===== src/rtl/scene_painter.sv =====
// scene_painter: frame compositor. Paints the whole frame with BG_PALETTE,
// then copies up to MAX_ELEMENTS sprite rectangles from an external sprite
// ROM into the frame in descriptor-index order, so later elements overdraw
// earlier ones. Emits one pixel beat per cycle on a valid/ready stream.
//
// Optional build macro: TRANSPARENT_EN
//   When defined, a sprite pixel with ROM palette 0 is dropped at the output
//   register and the background already written there shows through.
//
// Ports:
//   clk_33m, rst            clock, synchronous active-high reset
//   start, element_count    begin a frame / descriptors to paint (sampled at start)
//   busy, done              frame in progress / one-cycle completion pulse
//   desc_*                  descriptor table write port
//   sprite_rd, sprite_addr_x/y, sprite_palette
//                           sprite ROM (1-cycle read latency, data held when idle)
//   write_valid/ready, write_x/y, write_palette
//                           pixel stream to the framebuffer writer
//
// state    | meaning
// ---------+-----------------------------------------------------------
// S_IDLE   | waiting for start
// S_BG     | rastering the whole frame with BG_PALETTE
// S_LOAD   | latching descriptor[idx], skipping disabled or empty ones
// S_SPRITE | rastering the current rectangle, clipping off-frame pixels
// S_NEXT   | advancing idx, or finishing after the last descriptor
// S_DONE   | one-cycle done pulse
module scene_painter #(
  parameter int         COOR_WIDTH   = 12,
  parameter int         MAX_ELEMENTS = 32,
  parameter int         INDEX_WIDTH  = 5,
  parameter int         FRAME_WIDTH  = 1280,
  parameter int         FRAME_HEIGHT = 250,
  parameter logic [1:0] BG_PALETTE   = 2'd0
) (
  input  logic                  clk_33m,
  input  logic                  rst,
  input  logic                  start,
  input  logic [INDEX_WIDTH:0]  element_count,
  output logic                  busy,
  output logic                  done,
  input  logic                  desc_we,
  input  logic [INDEX_WIDTH-1:0] desc_addr,
  input  logic                  desc_en,
  input  logic [COOR_WIDTH-1:0] desc_sprite_x,
  input  logic [COOR_WIDTH-1:0] desc_sprite_y,
  input  logic [COOR_WIDTH-1:0] desc_frame_x,
  input  logic [COOR_WIDTH-1:0] desc_frame_y,
  input  logic [COOR_WIDTH-1:0] desc_width,
  input  logic [COOR_WIDTH-1:0] desc_height,
  output logic                  sprite_rd,
  output logic [COOR_WIDTH-1:0] sprite_addr_x,
  output logic [COOR_WIDTH-1:0] sprite_addr_y,
  input  logic [1:0]            sprite_palette,
  output logic                  write_valid,
  input  logic                  write_ready,
  output logic [COOR_WIDTH-1:0] write_x,
  output logic [COOR_WIDTH-1:0] write_y,
  output logic [1:0]            write_palette
);

  localparam int CW = COOR_WIDTH;
  localparam logic [CW:0]          FW      = (CW+1)'(FRAME_WIDTH);
  localparam logic [CW:0]          FH      = (CW+1)'(FRAME_HEIGHT);
  localparam logic [CW-1:0]        FW_LAST = CW'(FRAME_WIDTH - 1);
  localparam logic [CW-1:0]        FH_LAST = CW'(FRAME_HEIGHT - 1);
  localparam logic [INDEX_WIDTH:0] MAX_CNT = (INDEX_WIDTH+1)'(MAX_ELEMENTS);

  typedef enum logic [2:0] {S_IDLE, S_BG, S_LOAD, S_SPRITE, S_NEXT, S_DONE} state_t;
  state_t state, state_nx;

  // descriptor table
  logic [MAX_ELEMENTS-1:0] tbl_en;
  logic [CW-1:0] tbl_sx [MAX_ELEMENTS];
  logic [CW-1:0] tbl_sy [MAX_ELEMENTS];
  logic [CW-1:0] tbl_fx [MAX_ELEMENTS];
  logic [CW-1:0] tbl_fy [MAX_ELEMENTS];
  logic [CW-1:0] tbl_w  [MAX_ELEMENTS];
  logic [CW-1:0] tbl_h  [MAX_ELEMENTS];

  always_ff @(posedge clk_33m) begin
    if (rst) tbl_en <= '0;
    else if (desc_we) tbl_en[desc_addr] <= desc_en;
  end

  always_ff @(posedge clk_33m) begin
    if (desc_we) begin
      tbl_sx[desc_addr] <= desc_sprite_x;
      tbl_sy[desc_addr] <= desc_sprite_y;
      tbl_fx[desc_addr] <= desc_frame_x;
      tbl_fy[desc_addr] <= desc_frame_y;
      tbl_w[desc_addr]  <= desc_width;
      tbl_h[desc_addr]  <= desc_height;
    end
  end

  logic [INDEX_WIDTH:0]   idx, cnt;
  logic [INDEX_WIDTH-1:0] ld_idx;
  logic                   ld_skip;
  logic [CW-1:0] cur_sx, cur_sy, cur_fx, cur_fy, cur_w, cur_h;

  assign ld_idx  = idx[INDEX_WIDTH-1:0];
  assign ld_skip = !tbl_en[ld_idx] || (tbl_w[ld_idx] == '0) || (tbl_h[ld_idx] == '0);

  // generate stage: gx/gy are frame x/y in S_BG and col/row in S_SPRITE
  logic [CW-1:0] gx, gy;
  logic          gen_done;
  logic [CW:0]   fx, fy;
  logic          in_bg, in_spr, clip_x, clip_y;
  logic          gen_live, gen_clip, gen_fire, gen_step, last_col, last_row;
  logic          advance, out_pend, out_spr, drop;

  assign in_bg    = (state == S_BG);
  assign in_spr   = (state == S_SPRITE);
  assign fx       = {1'b0, cur_fx} + {1'b0, gx};
  assign fy       = {1'b0, cur_fy} + {1'b0, gy};
  assign clip_x   = (fx >= FW);
  assign clip_y   = (fy >= FH);
  assign advance  = !write_valid || write_ready;
  assign gen_live = (in_bg || in_spr) && !gen_done;
  assign gen_clip = in_spr && (clip_x || clip_y);
  assign gen_fire = gen_live && !gen_clip && advance;
  // clipped pixels never occupy the output register, so they step even in a stall
  assign gen_step = gen_live && (gen_clip || advance);
  // once a column leaves the frame the rest of that row is off-frame too
  assign last_col = in_bg ? (gx == FW_LAST) : ((gx == cur_w - 1'b1) || clip_x);
  assign last_row = in_bg ? (gy == FH_LAST) : (gy == cur_h - 1'b1);

  assign sprite_rd     = gen_fire && in_spr;
  assign sprite_addr_x = cur_sx + gx;
  assign sprite_addr_y = cur_sy + gy;

  always_ff @(posedge clk_33m) begin
    if (rst) begin
      gx       <= '0;
      gy       <= '0;
      gen_done <= 1'b0;
    end else if (state == S_IDLE || state == S_LOAD) begin
      gx       <= '0;
      gy       <= '0;
      gen_done <= 1'b0;
    end else if (gen_step) begin
      // rows only increase, so a clipped row means everything after it is clipped
      if (in_spr && clip_y) gen_done <= 1'b1;
      else if (last_col) begin
        gx <= '0;
        if (last_row) gen_done <= 1'b1;
        else          gy <= gy + 1'b1;
      end else gx <= gx + 1'b1;
    end
  end

  // output register; sprite palette arrives from the ROM while the beat is held
  always_ff @(posedge clk_33m) begin
    if (rst) begin
      out_pend <= 1'b0;
      out_spr  <= 1'b0;
      write_x  <= '0;
      write_y  <= '0;
    end else if (advance) begin
      out_pend <= gen_fire;
      if (gen_fire) begin
        write_x <= in_bg ? gx : fx[CW-1:0];
        write_y <= in_bg ? gy : fy[CW-1:0];
        out_spr <= in_spr;
      end
    end
  end

`ifdef TRANSPARENT_EN
  assign drop = out_spr && (sprite_palette == 2'd0);
`else
  assign drop = 1'b0;
`endif

  assign write_valid   = out_pend && !drop;
  assign write_palette = write_valid ? (out_spr ? sprite_palette : BG_PALETTE) : 2'd0;

  always_ff @(posedge clk_33m) begin
    if (rst) begin
      idx    <= '0;
      cnt    <= '0;
      cur_sx <= '0;
      cur_sy <= '0;
      cur_fx <= '0;
      cur_fy <= '0;
      cur_w  <= '0;
      cur_h  <= '0;
    end else begin
      if (state == S_IDLE && start) begin
        cnt <= (element_count > MAX_CNT) ? MAX_CNT : element_count;
        idx <= '0;
      end
      if (state == S_LOAD) begin
        cur_sx <= tbl_sx[ld_idx];
        cur_sy <= tbl_sy[ld_idx];
        cur_fx <= tbl_fx[ld_idx];
        cur_fy <= tbl_fy[ld_idx];
        cur_w  <= tbl_w[ld_idx];
        cur_h  <= tbl_h[ld_idx];
      end
      if (state == S_NEXT) idx <= idx + 1'b1;
    end
  end

  always_ff @(posedge clk_33m) begin
    if (rst) state <= S_IDLE;
    else     state <= state_nx;
  end

  always_comb begin
    state_nx = state;
    busy     = 1'b0;
    done     = 1'b0;
    case (state)
      S_IDLE:   if (start) state_nx = S_BG;
      S_BG: begin
        busy = 1'b1;
        if (gen_done && advance) state_nx = (cnt == '0) ? S_DONE : S_LOAD;
      end
      S_LOAD: begin
        busy     = 1'b1;
        state_nx = ld_skip ? S_NEXT : S_SPRITE;
      end
      S_SPRITE: begin
        busy = 1'b1;
        if (gen_done && advance) state_nx = S_NEXT;
      end
      S_NEXT: begin
        busy     = 1'b1;
        state_nx = (idx + 1'b1 == cnt) ? S_DONE : S_LOAD;
      end
      S_DONE: begin
        done     = 1'b1;
        state_nx = S_IDLE;
      end
      default:  state_nx = S_IDLE;
    endcase
  end

endmodule


===== config.mk =====
export PLATFORM = sky130hd
export DESIGN_NAME = scene_painter
export DESIGN_NICKNAME = d
export VERILOG_FILES = /design/src/rtl/scene_painter.sv
export SDC_FILE = /design/constraint.sdc
export NUM_CORES = 2
export LEC_CHECK = 0
export BUFFER_PORTS_ARGS = -buffer_cell sky130_fd_sc_hd__buf_4
export CAP_MARGIN = 20
export CELL_PAD_IN_SITES_DETAIL_PLACEMENT = 2
export CELL_PAD_IN_SITES_GLOBAL_PLACEMENT = 2
export CORE_MARGIN = 5
export CORE_UTILIZATION = 25
export DETAILED_ROUTE_END_ITERATION = 12
export PLACE_DENSITY_LB_ADDON = 0.1
export SLEW_MARGIN = 10
export SYNTH_ARGS = -nofsm -noshare
export SYNTH_HDL_FRONTEND = slang
export SYNTH_SLANG_ARGS = --single-unit
export TNS_END_PERCENT = 5

===== constraint.sdc =====
create_clock -name clk_33m -period 6.4 [get_ports clk_33m]
set_input_delay 1.28 -clock clk_33m [delete_from_list [all_inputs] [get_ports clk_33m]]
set_output_delay 1.28 -clock clk_33m [all_outputs]
set_load 0.01 [all_outputs]

Yosys cells after proc, flatten, opt, wreduce, memory -nomap -nowiden
Memory sizes are Yosys's and may differ from the RTL's. A register that Yosys moved wholly into a read port is not among the register bits.
Index checks and enable logic that the tools add are counted.
- add/sub/neg operators: 9
- magnitude comparators: 6
- eq/ne operators: 13
- muxes and demuxes: 33
- bitwise gates (word level): 2
- reductions and logical operators: 36
- operators by type and width (operator ; number):
    2-to-1 mux 12 bit ; 3
    bitwise mux 32 bit ; 1
    adder 12 x 12 -> 13 bit ; 2
    adder 12 x 1 -> 12 bit, second input constant ; 2
    adder 12 bit ; 2
    equality test 12 bit ; 2
    logical NOT 12 bit ; 2
    subtractor 12 x 1 -> 12 bit, second input constant ; 2
    2-to-1 mux 5 bit ; 4
    2-to-1 mux 3 bit ; 6
    2-to-1 mux 6 bit ; 3
    case mux 3 bit (5 select lines) ; 1
    >= comparator 13 x 11 -> 1 bit, second input constant ; 1
    >= comparator 13 x 8 -> 1 bit, second input constant ; 1
    equality test 12 x 11 -> 1 bit, second input constant ; 1
    equality test 12 x 8 -> 1 bit, second input constant ; 1
    < comparator 5 x 6 -> 1 bit, second input constant ; 2
    2-to-1 mux 1 bit ; 11
    logical AND 1 bit ; 10
    logical OR 1 bit ; 8
    adder 6 x 1 -> 6 bit, second input constant ; 1
    equality test 3 x 2 -> 1 bit, second input constant ; 2
    equality test 3 bit, second input constant ; 2
    equality test 6 bit ; 1
    18 further kinds ; 28
- flip-flop bits (word level): 122
- bits in writable memories: 2304
- input port bits: 91
- output and inout port bits: 54
- logic and storage cells: 118
- memories kept: 6
- memories (memory ; words ; bits a word ; read ports ; clocked after memory_dff ; wr ports ; RTL line ; text):
    tbl_fx ; 32 ; 12 ; 1 ; 1 ; 1 ; 76 ; logic [CW-1:0] tbl_fx [MAX_ELEMENTS];
    tbl_fy ; 32 ; 12 ; 1 ; 1 ; 1 ; 77 ; logic [CW-1:0] tbl_fy [MAX_ELEMENTS];
    tbl_h ; 32 ; 12 ; 1 ; 1 ; 1 ; 79 ; logic [CW-1:0] tbl_h [MAX_ELEMENTS];
    tbl_sx ; 32 ; 12 ; 1 ; 1 ; 1 ; 74 ; logic [CW-1:0] tbl_sx [MAX_ELEMENTS];
    tbl_sy ; 32 ; 12 ; 1 ; 1 ; 1 ; 75 ; logic [CW-1:0] tbl_sy [MAX_ELEMENTS];
    tbl_w ; 32 ; 12 ; 1 ; 1 ; 1 ; 78 ; logic [CW-1:0] tbl_w [MAX_ELEMENTS];

Logic depth before layout (Yosys ltp)
- word-level depth: 8
- gate-level depth with buffers: 14
- gate-level depth less buffers: 12

Worst setup path after synthesis
No wires, ideal clock.
- path type: input-to-reg
- start point: in desc_addr[0]
- end point: mem tbl_fx[0][0] (netlist name) (enable)
- setup time: 0.504 ns
- data arrival time: 5.124 ns
- data required time: 5.896 ns
- path slack: 0.772 ns
- cell stages on the path: 4
- path buffers: 2
- path through: or3b_2 clkbuf_1 clkbuf_1 nor2_1
- RTL lines (element ; RTL line ; text):
    from (decl) ; 43 ; input logic [INDEX_WIDTH-1:0] desc_addr,
    to (decl) ; 76 ;
No word-level cell before the write port.

Final worst setup path
- start point: reg gy[1]
- end point: out sprite_rd
- cells in the longest elaborated chain, start to end: 8
- RTL lines (element ; RTL line ; text):
    from (decl) ; 106 ; logic [CW-1:0] gx, gy;
    from (signal assigned) ; 148 ; else gy <= gy + 1'b1;
    adder 12 x 12 -> 13 bit ; 116 ; assign fy = {1'b0, cur_fy} + {1'b0, gy};
    >= comparator 13 x 8 -> 1 bit ; 118 ; assign clip_y = (fy >= FH);
    logical OR 1 bit ; 121 ; assign gen_clip = in_spr && (clip_x || clip_y);
    logical AND 1 bit ; 121 ;
    logical NOT 1 bit ; 122 ; assign gen_fire = gen_live && !gen_clip && advance;
    logical AND 1 bit (2 in series) ; 122 ;
    logical AND 1 bit ; 129 ; assign sprite_rd = gen_fire && in_spr;
    to (decl) ; 51 ; output logic sprite_rd,
No other way between the ends.

==> metrics.md <==
| Metric | Value |
|---|---|
| Final min period | 5940 ps |
| Layout area overhead | 19.0% |
| TNS Setup | 0 ps |
| Final hold violation count | 0 |
| Crit end category | primary output |
| GP Congestion | 0.708 |
| Worst Path Arrival | 4660 ps |
| Vert. Die Dim | 634 microns |
| Fill cells | 39000 |
| Number of standard cells after synthesis | 4590 |
| Pins over their slew limit | 0 |
| Chip width | 634 microns |
| Total Power | 36.4 mW |
| Fin nets | 5079 |
| Slew @ Worst Pin | 1190 ps |
| DRC viols | 0 |
| Hold WS | 482 ps |
| Synth warn | 0 |
| Kind of critical path | register to primary output |
| Drt pass-1 iters | 6 |
| Clock slew at reported path FFs | 60 ps |
| Maxcap violations | 0 |
| Num CTS Buffers | 305 |
| Share of layout cells above drive strength 1 | 28.9% |
| Hold_buf cts | 0 |
| Global-route wire length before repair | 467000 microns |
| Vias | 48700 |
| Tcrit/Tclk final | 92.9% |
| Crit-path max FO | 9 |
| Synth top area share | 71.1% |
| Async set-reset flop share out of synthesis | 0% |
| 1st-iter DRT viols | 3736 |
| GRT Util Overall | 16.8% |
| Initial antenna violation count | 35 |
| Slew headroom | 19.8% |
| EDFF count, synth | 2304 |
| Startpoint types | register |
| Clock Skew | 35.1 ps |
| Clock Root Buffer | clkbuf_16 |
| # H-tree levels | 5 |
| Final setup violation count | 0 |
| Core box area | 0.389 sq mm |
| Post-CTS Setup Inserts | 0 |
| Total congestion overflow | 0 |
| Maximum clock frequency | 0.168 GHz |
| Maximum VDD drop | 189 uV |
| Max clock buf depth | 4 |
| Yosys cell types | 82 |
| Most frequent cells in the layout | edfxtp_1 (2304), mux4_2 (718), clkbuf_16 (312) |
| Crit path required time | 5120 ps |
| Row Count | 229 |
| Number of synthesized register bits | 2479 |
| Vias per inst | 4.69 |
| CTS tree | yes |
| Leak | 34.7 nW |
| DP HPWL | 186000 microns |
| Most area-hungry cell type in the Yosys netlist | edfxtp_1 |
| Syn Nets | 4736 |
| Top_reg_cell synth | edfxtp_1 |
| Mapped cell area | 0.0973 sq mm |
| Ports | 145 |
| Final WL | 341000 microns |
| CTS Sinks | 2479 |
| Most common cell after layout, fill and taps aside | edfxtp_1 |
| Clk_lat worst skew | 890 ps |
| Post-synthesis sequential area ratio | 74.7% |
| Port-buffer cells | 144 |
| Vias in the first global route | 53900 |
| Post-CTS resize count | 0 |
| Pwr per Cell Area | 314 mW/mm^2 |
| Routed length per placed instance | 32.9 microns |
| Largest net degree at the start of global routing | 77 |
| Die area | 0.402 sq mm |
| Worst Hold Class | register to register |
| Area contributors post-synth | edfxtp_1 (71%), mux4_2 (17%), dfxtp_1 (3.6%), mux2i_1 (1.0%), nor2_1 (0.79%) |
| Initial core utilization | 25.0% |
| RSZ-0062 raised after global routing | no |
| Avg Inst Size Synth | 21.2 sq um |
| Status | completed |
| ANT nets after route | 0 |
==> registers in the layout, indices dropped and copies added, names as in the netlist, 12 cells and up, named ones only <==
name and flops:
cur_h 12, write_y 12, tbl_fy 384, cur_fx 12, cur_w 12, tbl_w 384
tbl_sx 384, write_x 12, cur_sy 12, gy 12, tbl_h 384, tbl_fx 384
tbl_en 32, tbl_sy 384, cur_fy 12, gx 12, cur_sx 12
==> cell usage after synthesis, types with 9 or more instances <==
cell / n
a211oi_1: 89
a21o_1: 9
a21oi_1: 95
a31oi_1: 9
and3_1: 9
buf_1: 56
buf_2: 24
clkbuf_1: 174
dfxtp_1: 175
edfxtp_1: 2304
ha_1: 51
inv_1: 38
mux2_2: 9
mux2i_1: 102
mux4_2: 718
nand2_1: 88
nand2b_1: 12
nand3_1: 31
nand4_1: 9
nor2_1: 204
nor2b_1: 11
nor3_1: 35
nor3b_1: 10
nor4_1: 13
o211ai_1: 13
o21ai_0: 69
o21ai_1: 14
o22ai_1: 9
or3_1: 18
or4_1: 10
xnor2_1: 35
xor2_1: 32
==> through the flow <==
stage | area (sq um) | util, % | std cells | setup slack (ps)
5_1_grt | 116000 | 29.8 | 10400 | 32.8
3_3_place_gp | 106000 | 27.3 | 9820 | 1290
4_1_cts | 116000 | 29.8 | 10400 | 243
2_1_floorplan | 97300 | - | 4590 | 772
6_report | 116000 | 29.8 | 10400 | 456
3_5_place_dp | 106000 | 27.3 | 9823 | 1280
==> worst max-delay path: stages, from the launching register on <==
cell and delay (ps):
dfxtp_1 550, ha_1 310, a211oi_1 520, o21ai_1 250
a2111o_1 430, a21o_1 180, a2111oi_0 520, o211a_2 400
nand2b_1 120, nor3_1 170, buf_4 200, buf_4 130
==> report_power, final <==
part | switching [mW] | total, mW | internal (mW)
clock network | 7.04 | 16.9 | 9.88
logic | 0.876 | 1.38 | 0.503
registers | 0.142 | 18.1 | 17.9
total | 8.06 | 36.4 | 28.3
==> worst paths after layout <==
path                 to  cells past startpoint  slack [ps]  startpoint
max reg2reg       gy[6]                     10        1940       gy[1]
max           sprite_rd                     11         460       gy[1]
min reg2reg  tbl_en[30]                      2         480  tbl_en[30]
min          tbl_en[30]                      2         480  tbl_en[30]
==> logic make-up (layout without fill, tap and decap cells) <==
kind of cell	Yosys count	in the layout	share of synthesized area, %
DFF	2479	2479	74.7
muxes	829	829	17.8
and+or+nand+nor	488	488	2.40
AOI/OAI and AO/OA	375	375	2.54
buffers and inverters	295	880	1.19
xor gates and xnor gates	69	69	0.649
adders and majority gates	55	55	0.738
other	0	5	0
==> per-layer routing <==
layer | global-route usage (%) | part of all wire, % | vias up
met4 | 3.98 | 2.5 | 14
met5 | 0 | 0.023 | -
met2 | 28.3 | 49 | 908
li1 | - | - | 20000
met1 | 22.7 | 45 | 27300
met3 | 2.49 | 3.6 | 431
==> layout make-up <==
cell class                      count  area, sq um  share of cell area (%)
Timing Repair Buffer              293         3050                    2.64
Sequential cell                  2479        72700                    62.8
Antenna cell                        5         12.5                  0.0108
Tap cell                         5197         6500                    5.62
Clock inverter                    174         1550                    1.34
Multi-Input combinational cell   1816        23700                    20.5
Inverter                           38          143                   0.123
Clock buffer                      375         8080                    6.98
No activity file was read; power rests on OpenSTA's default activity.
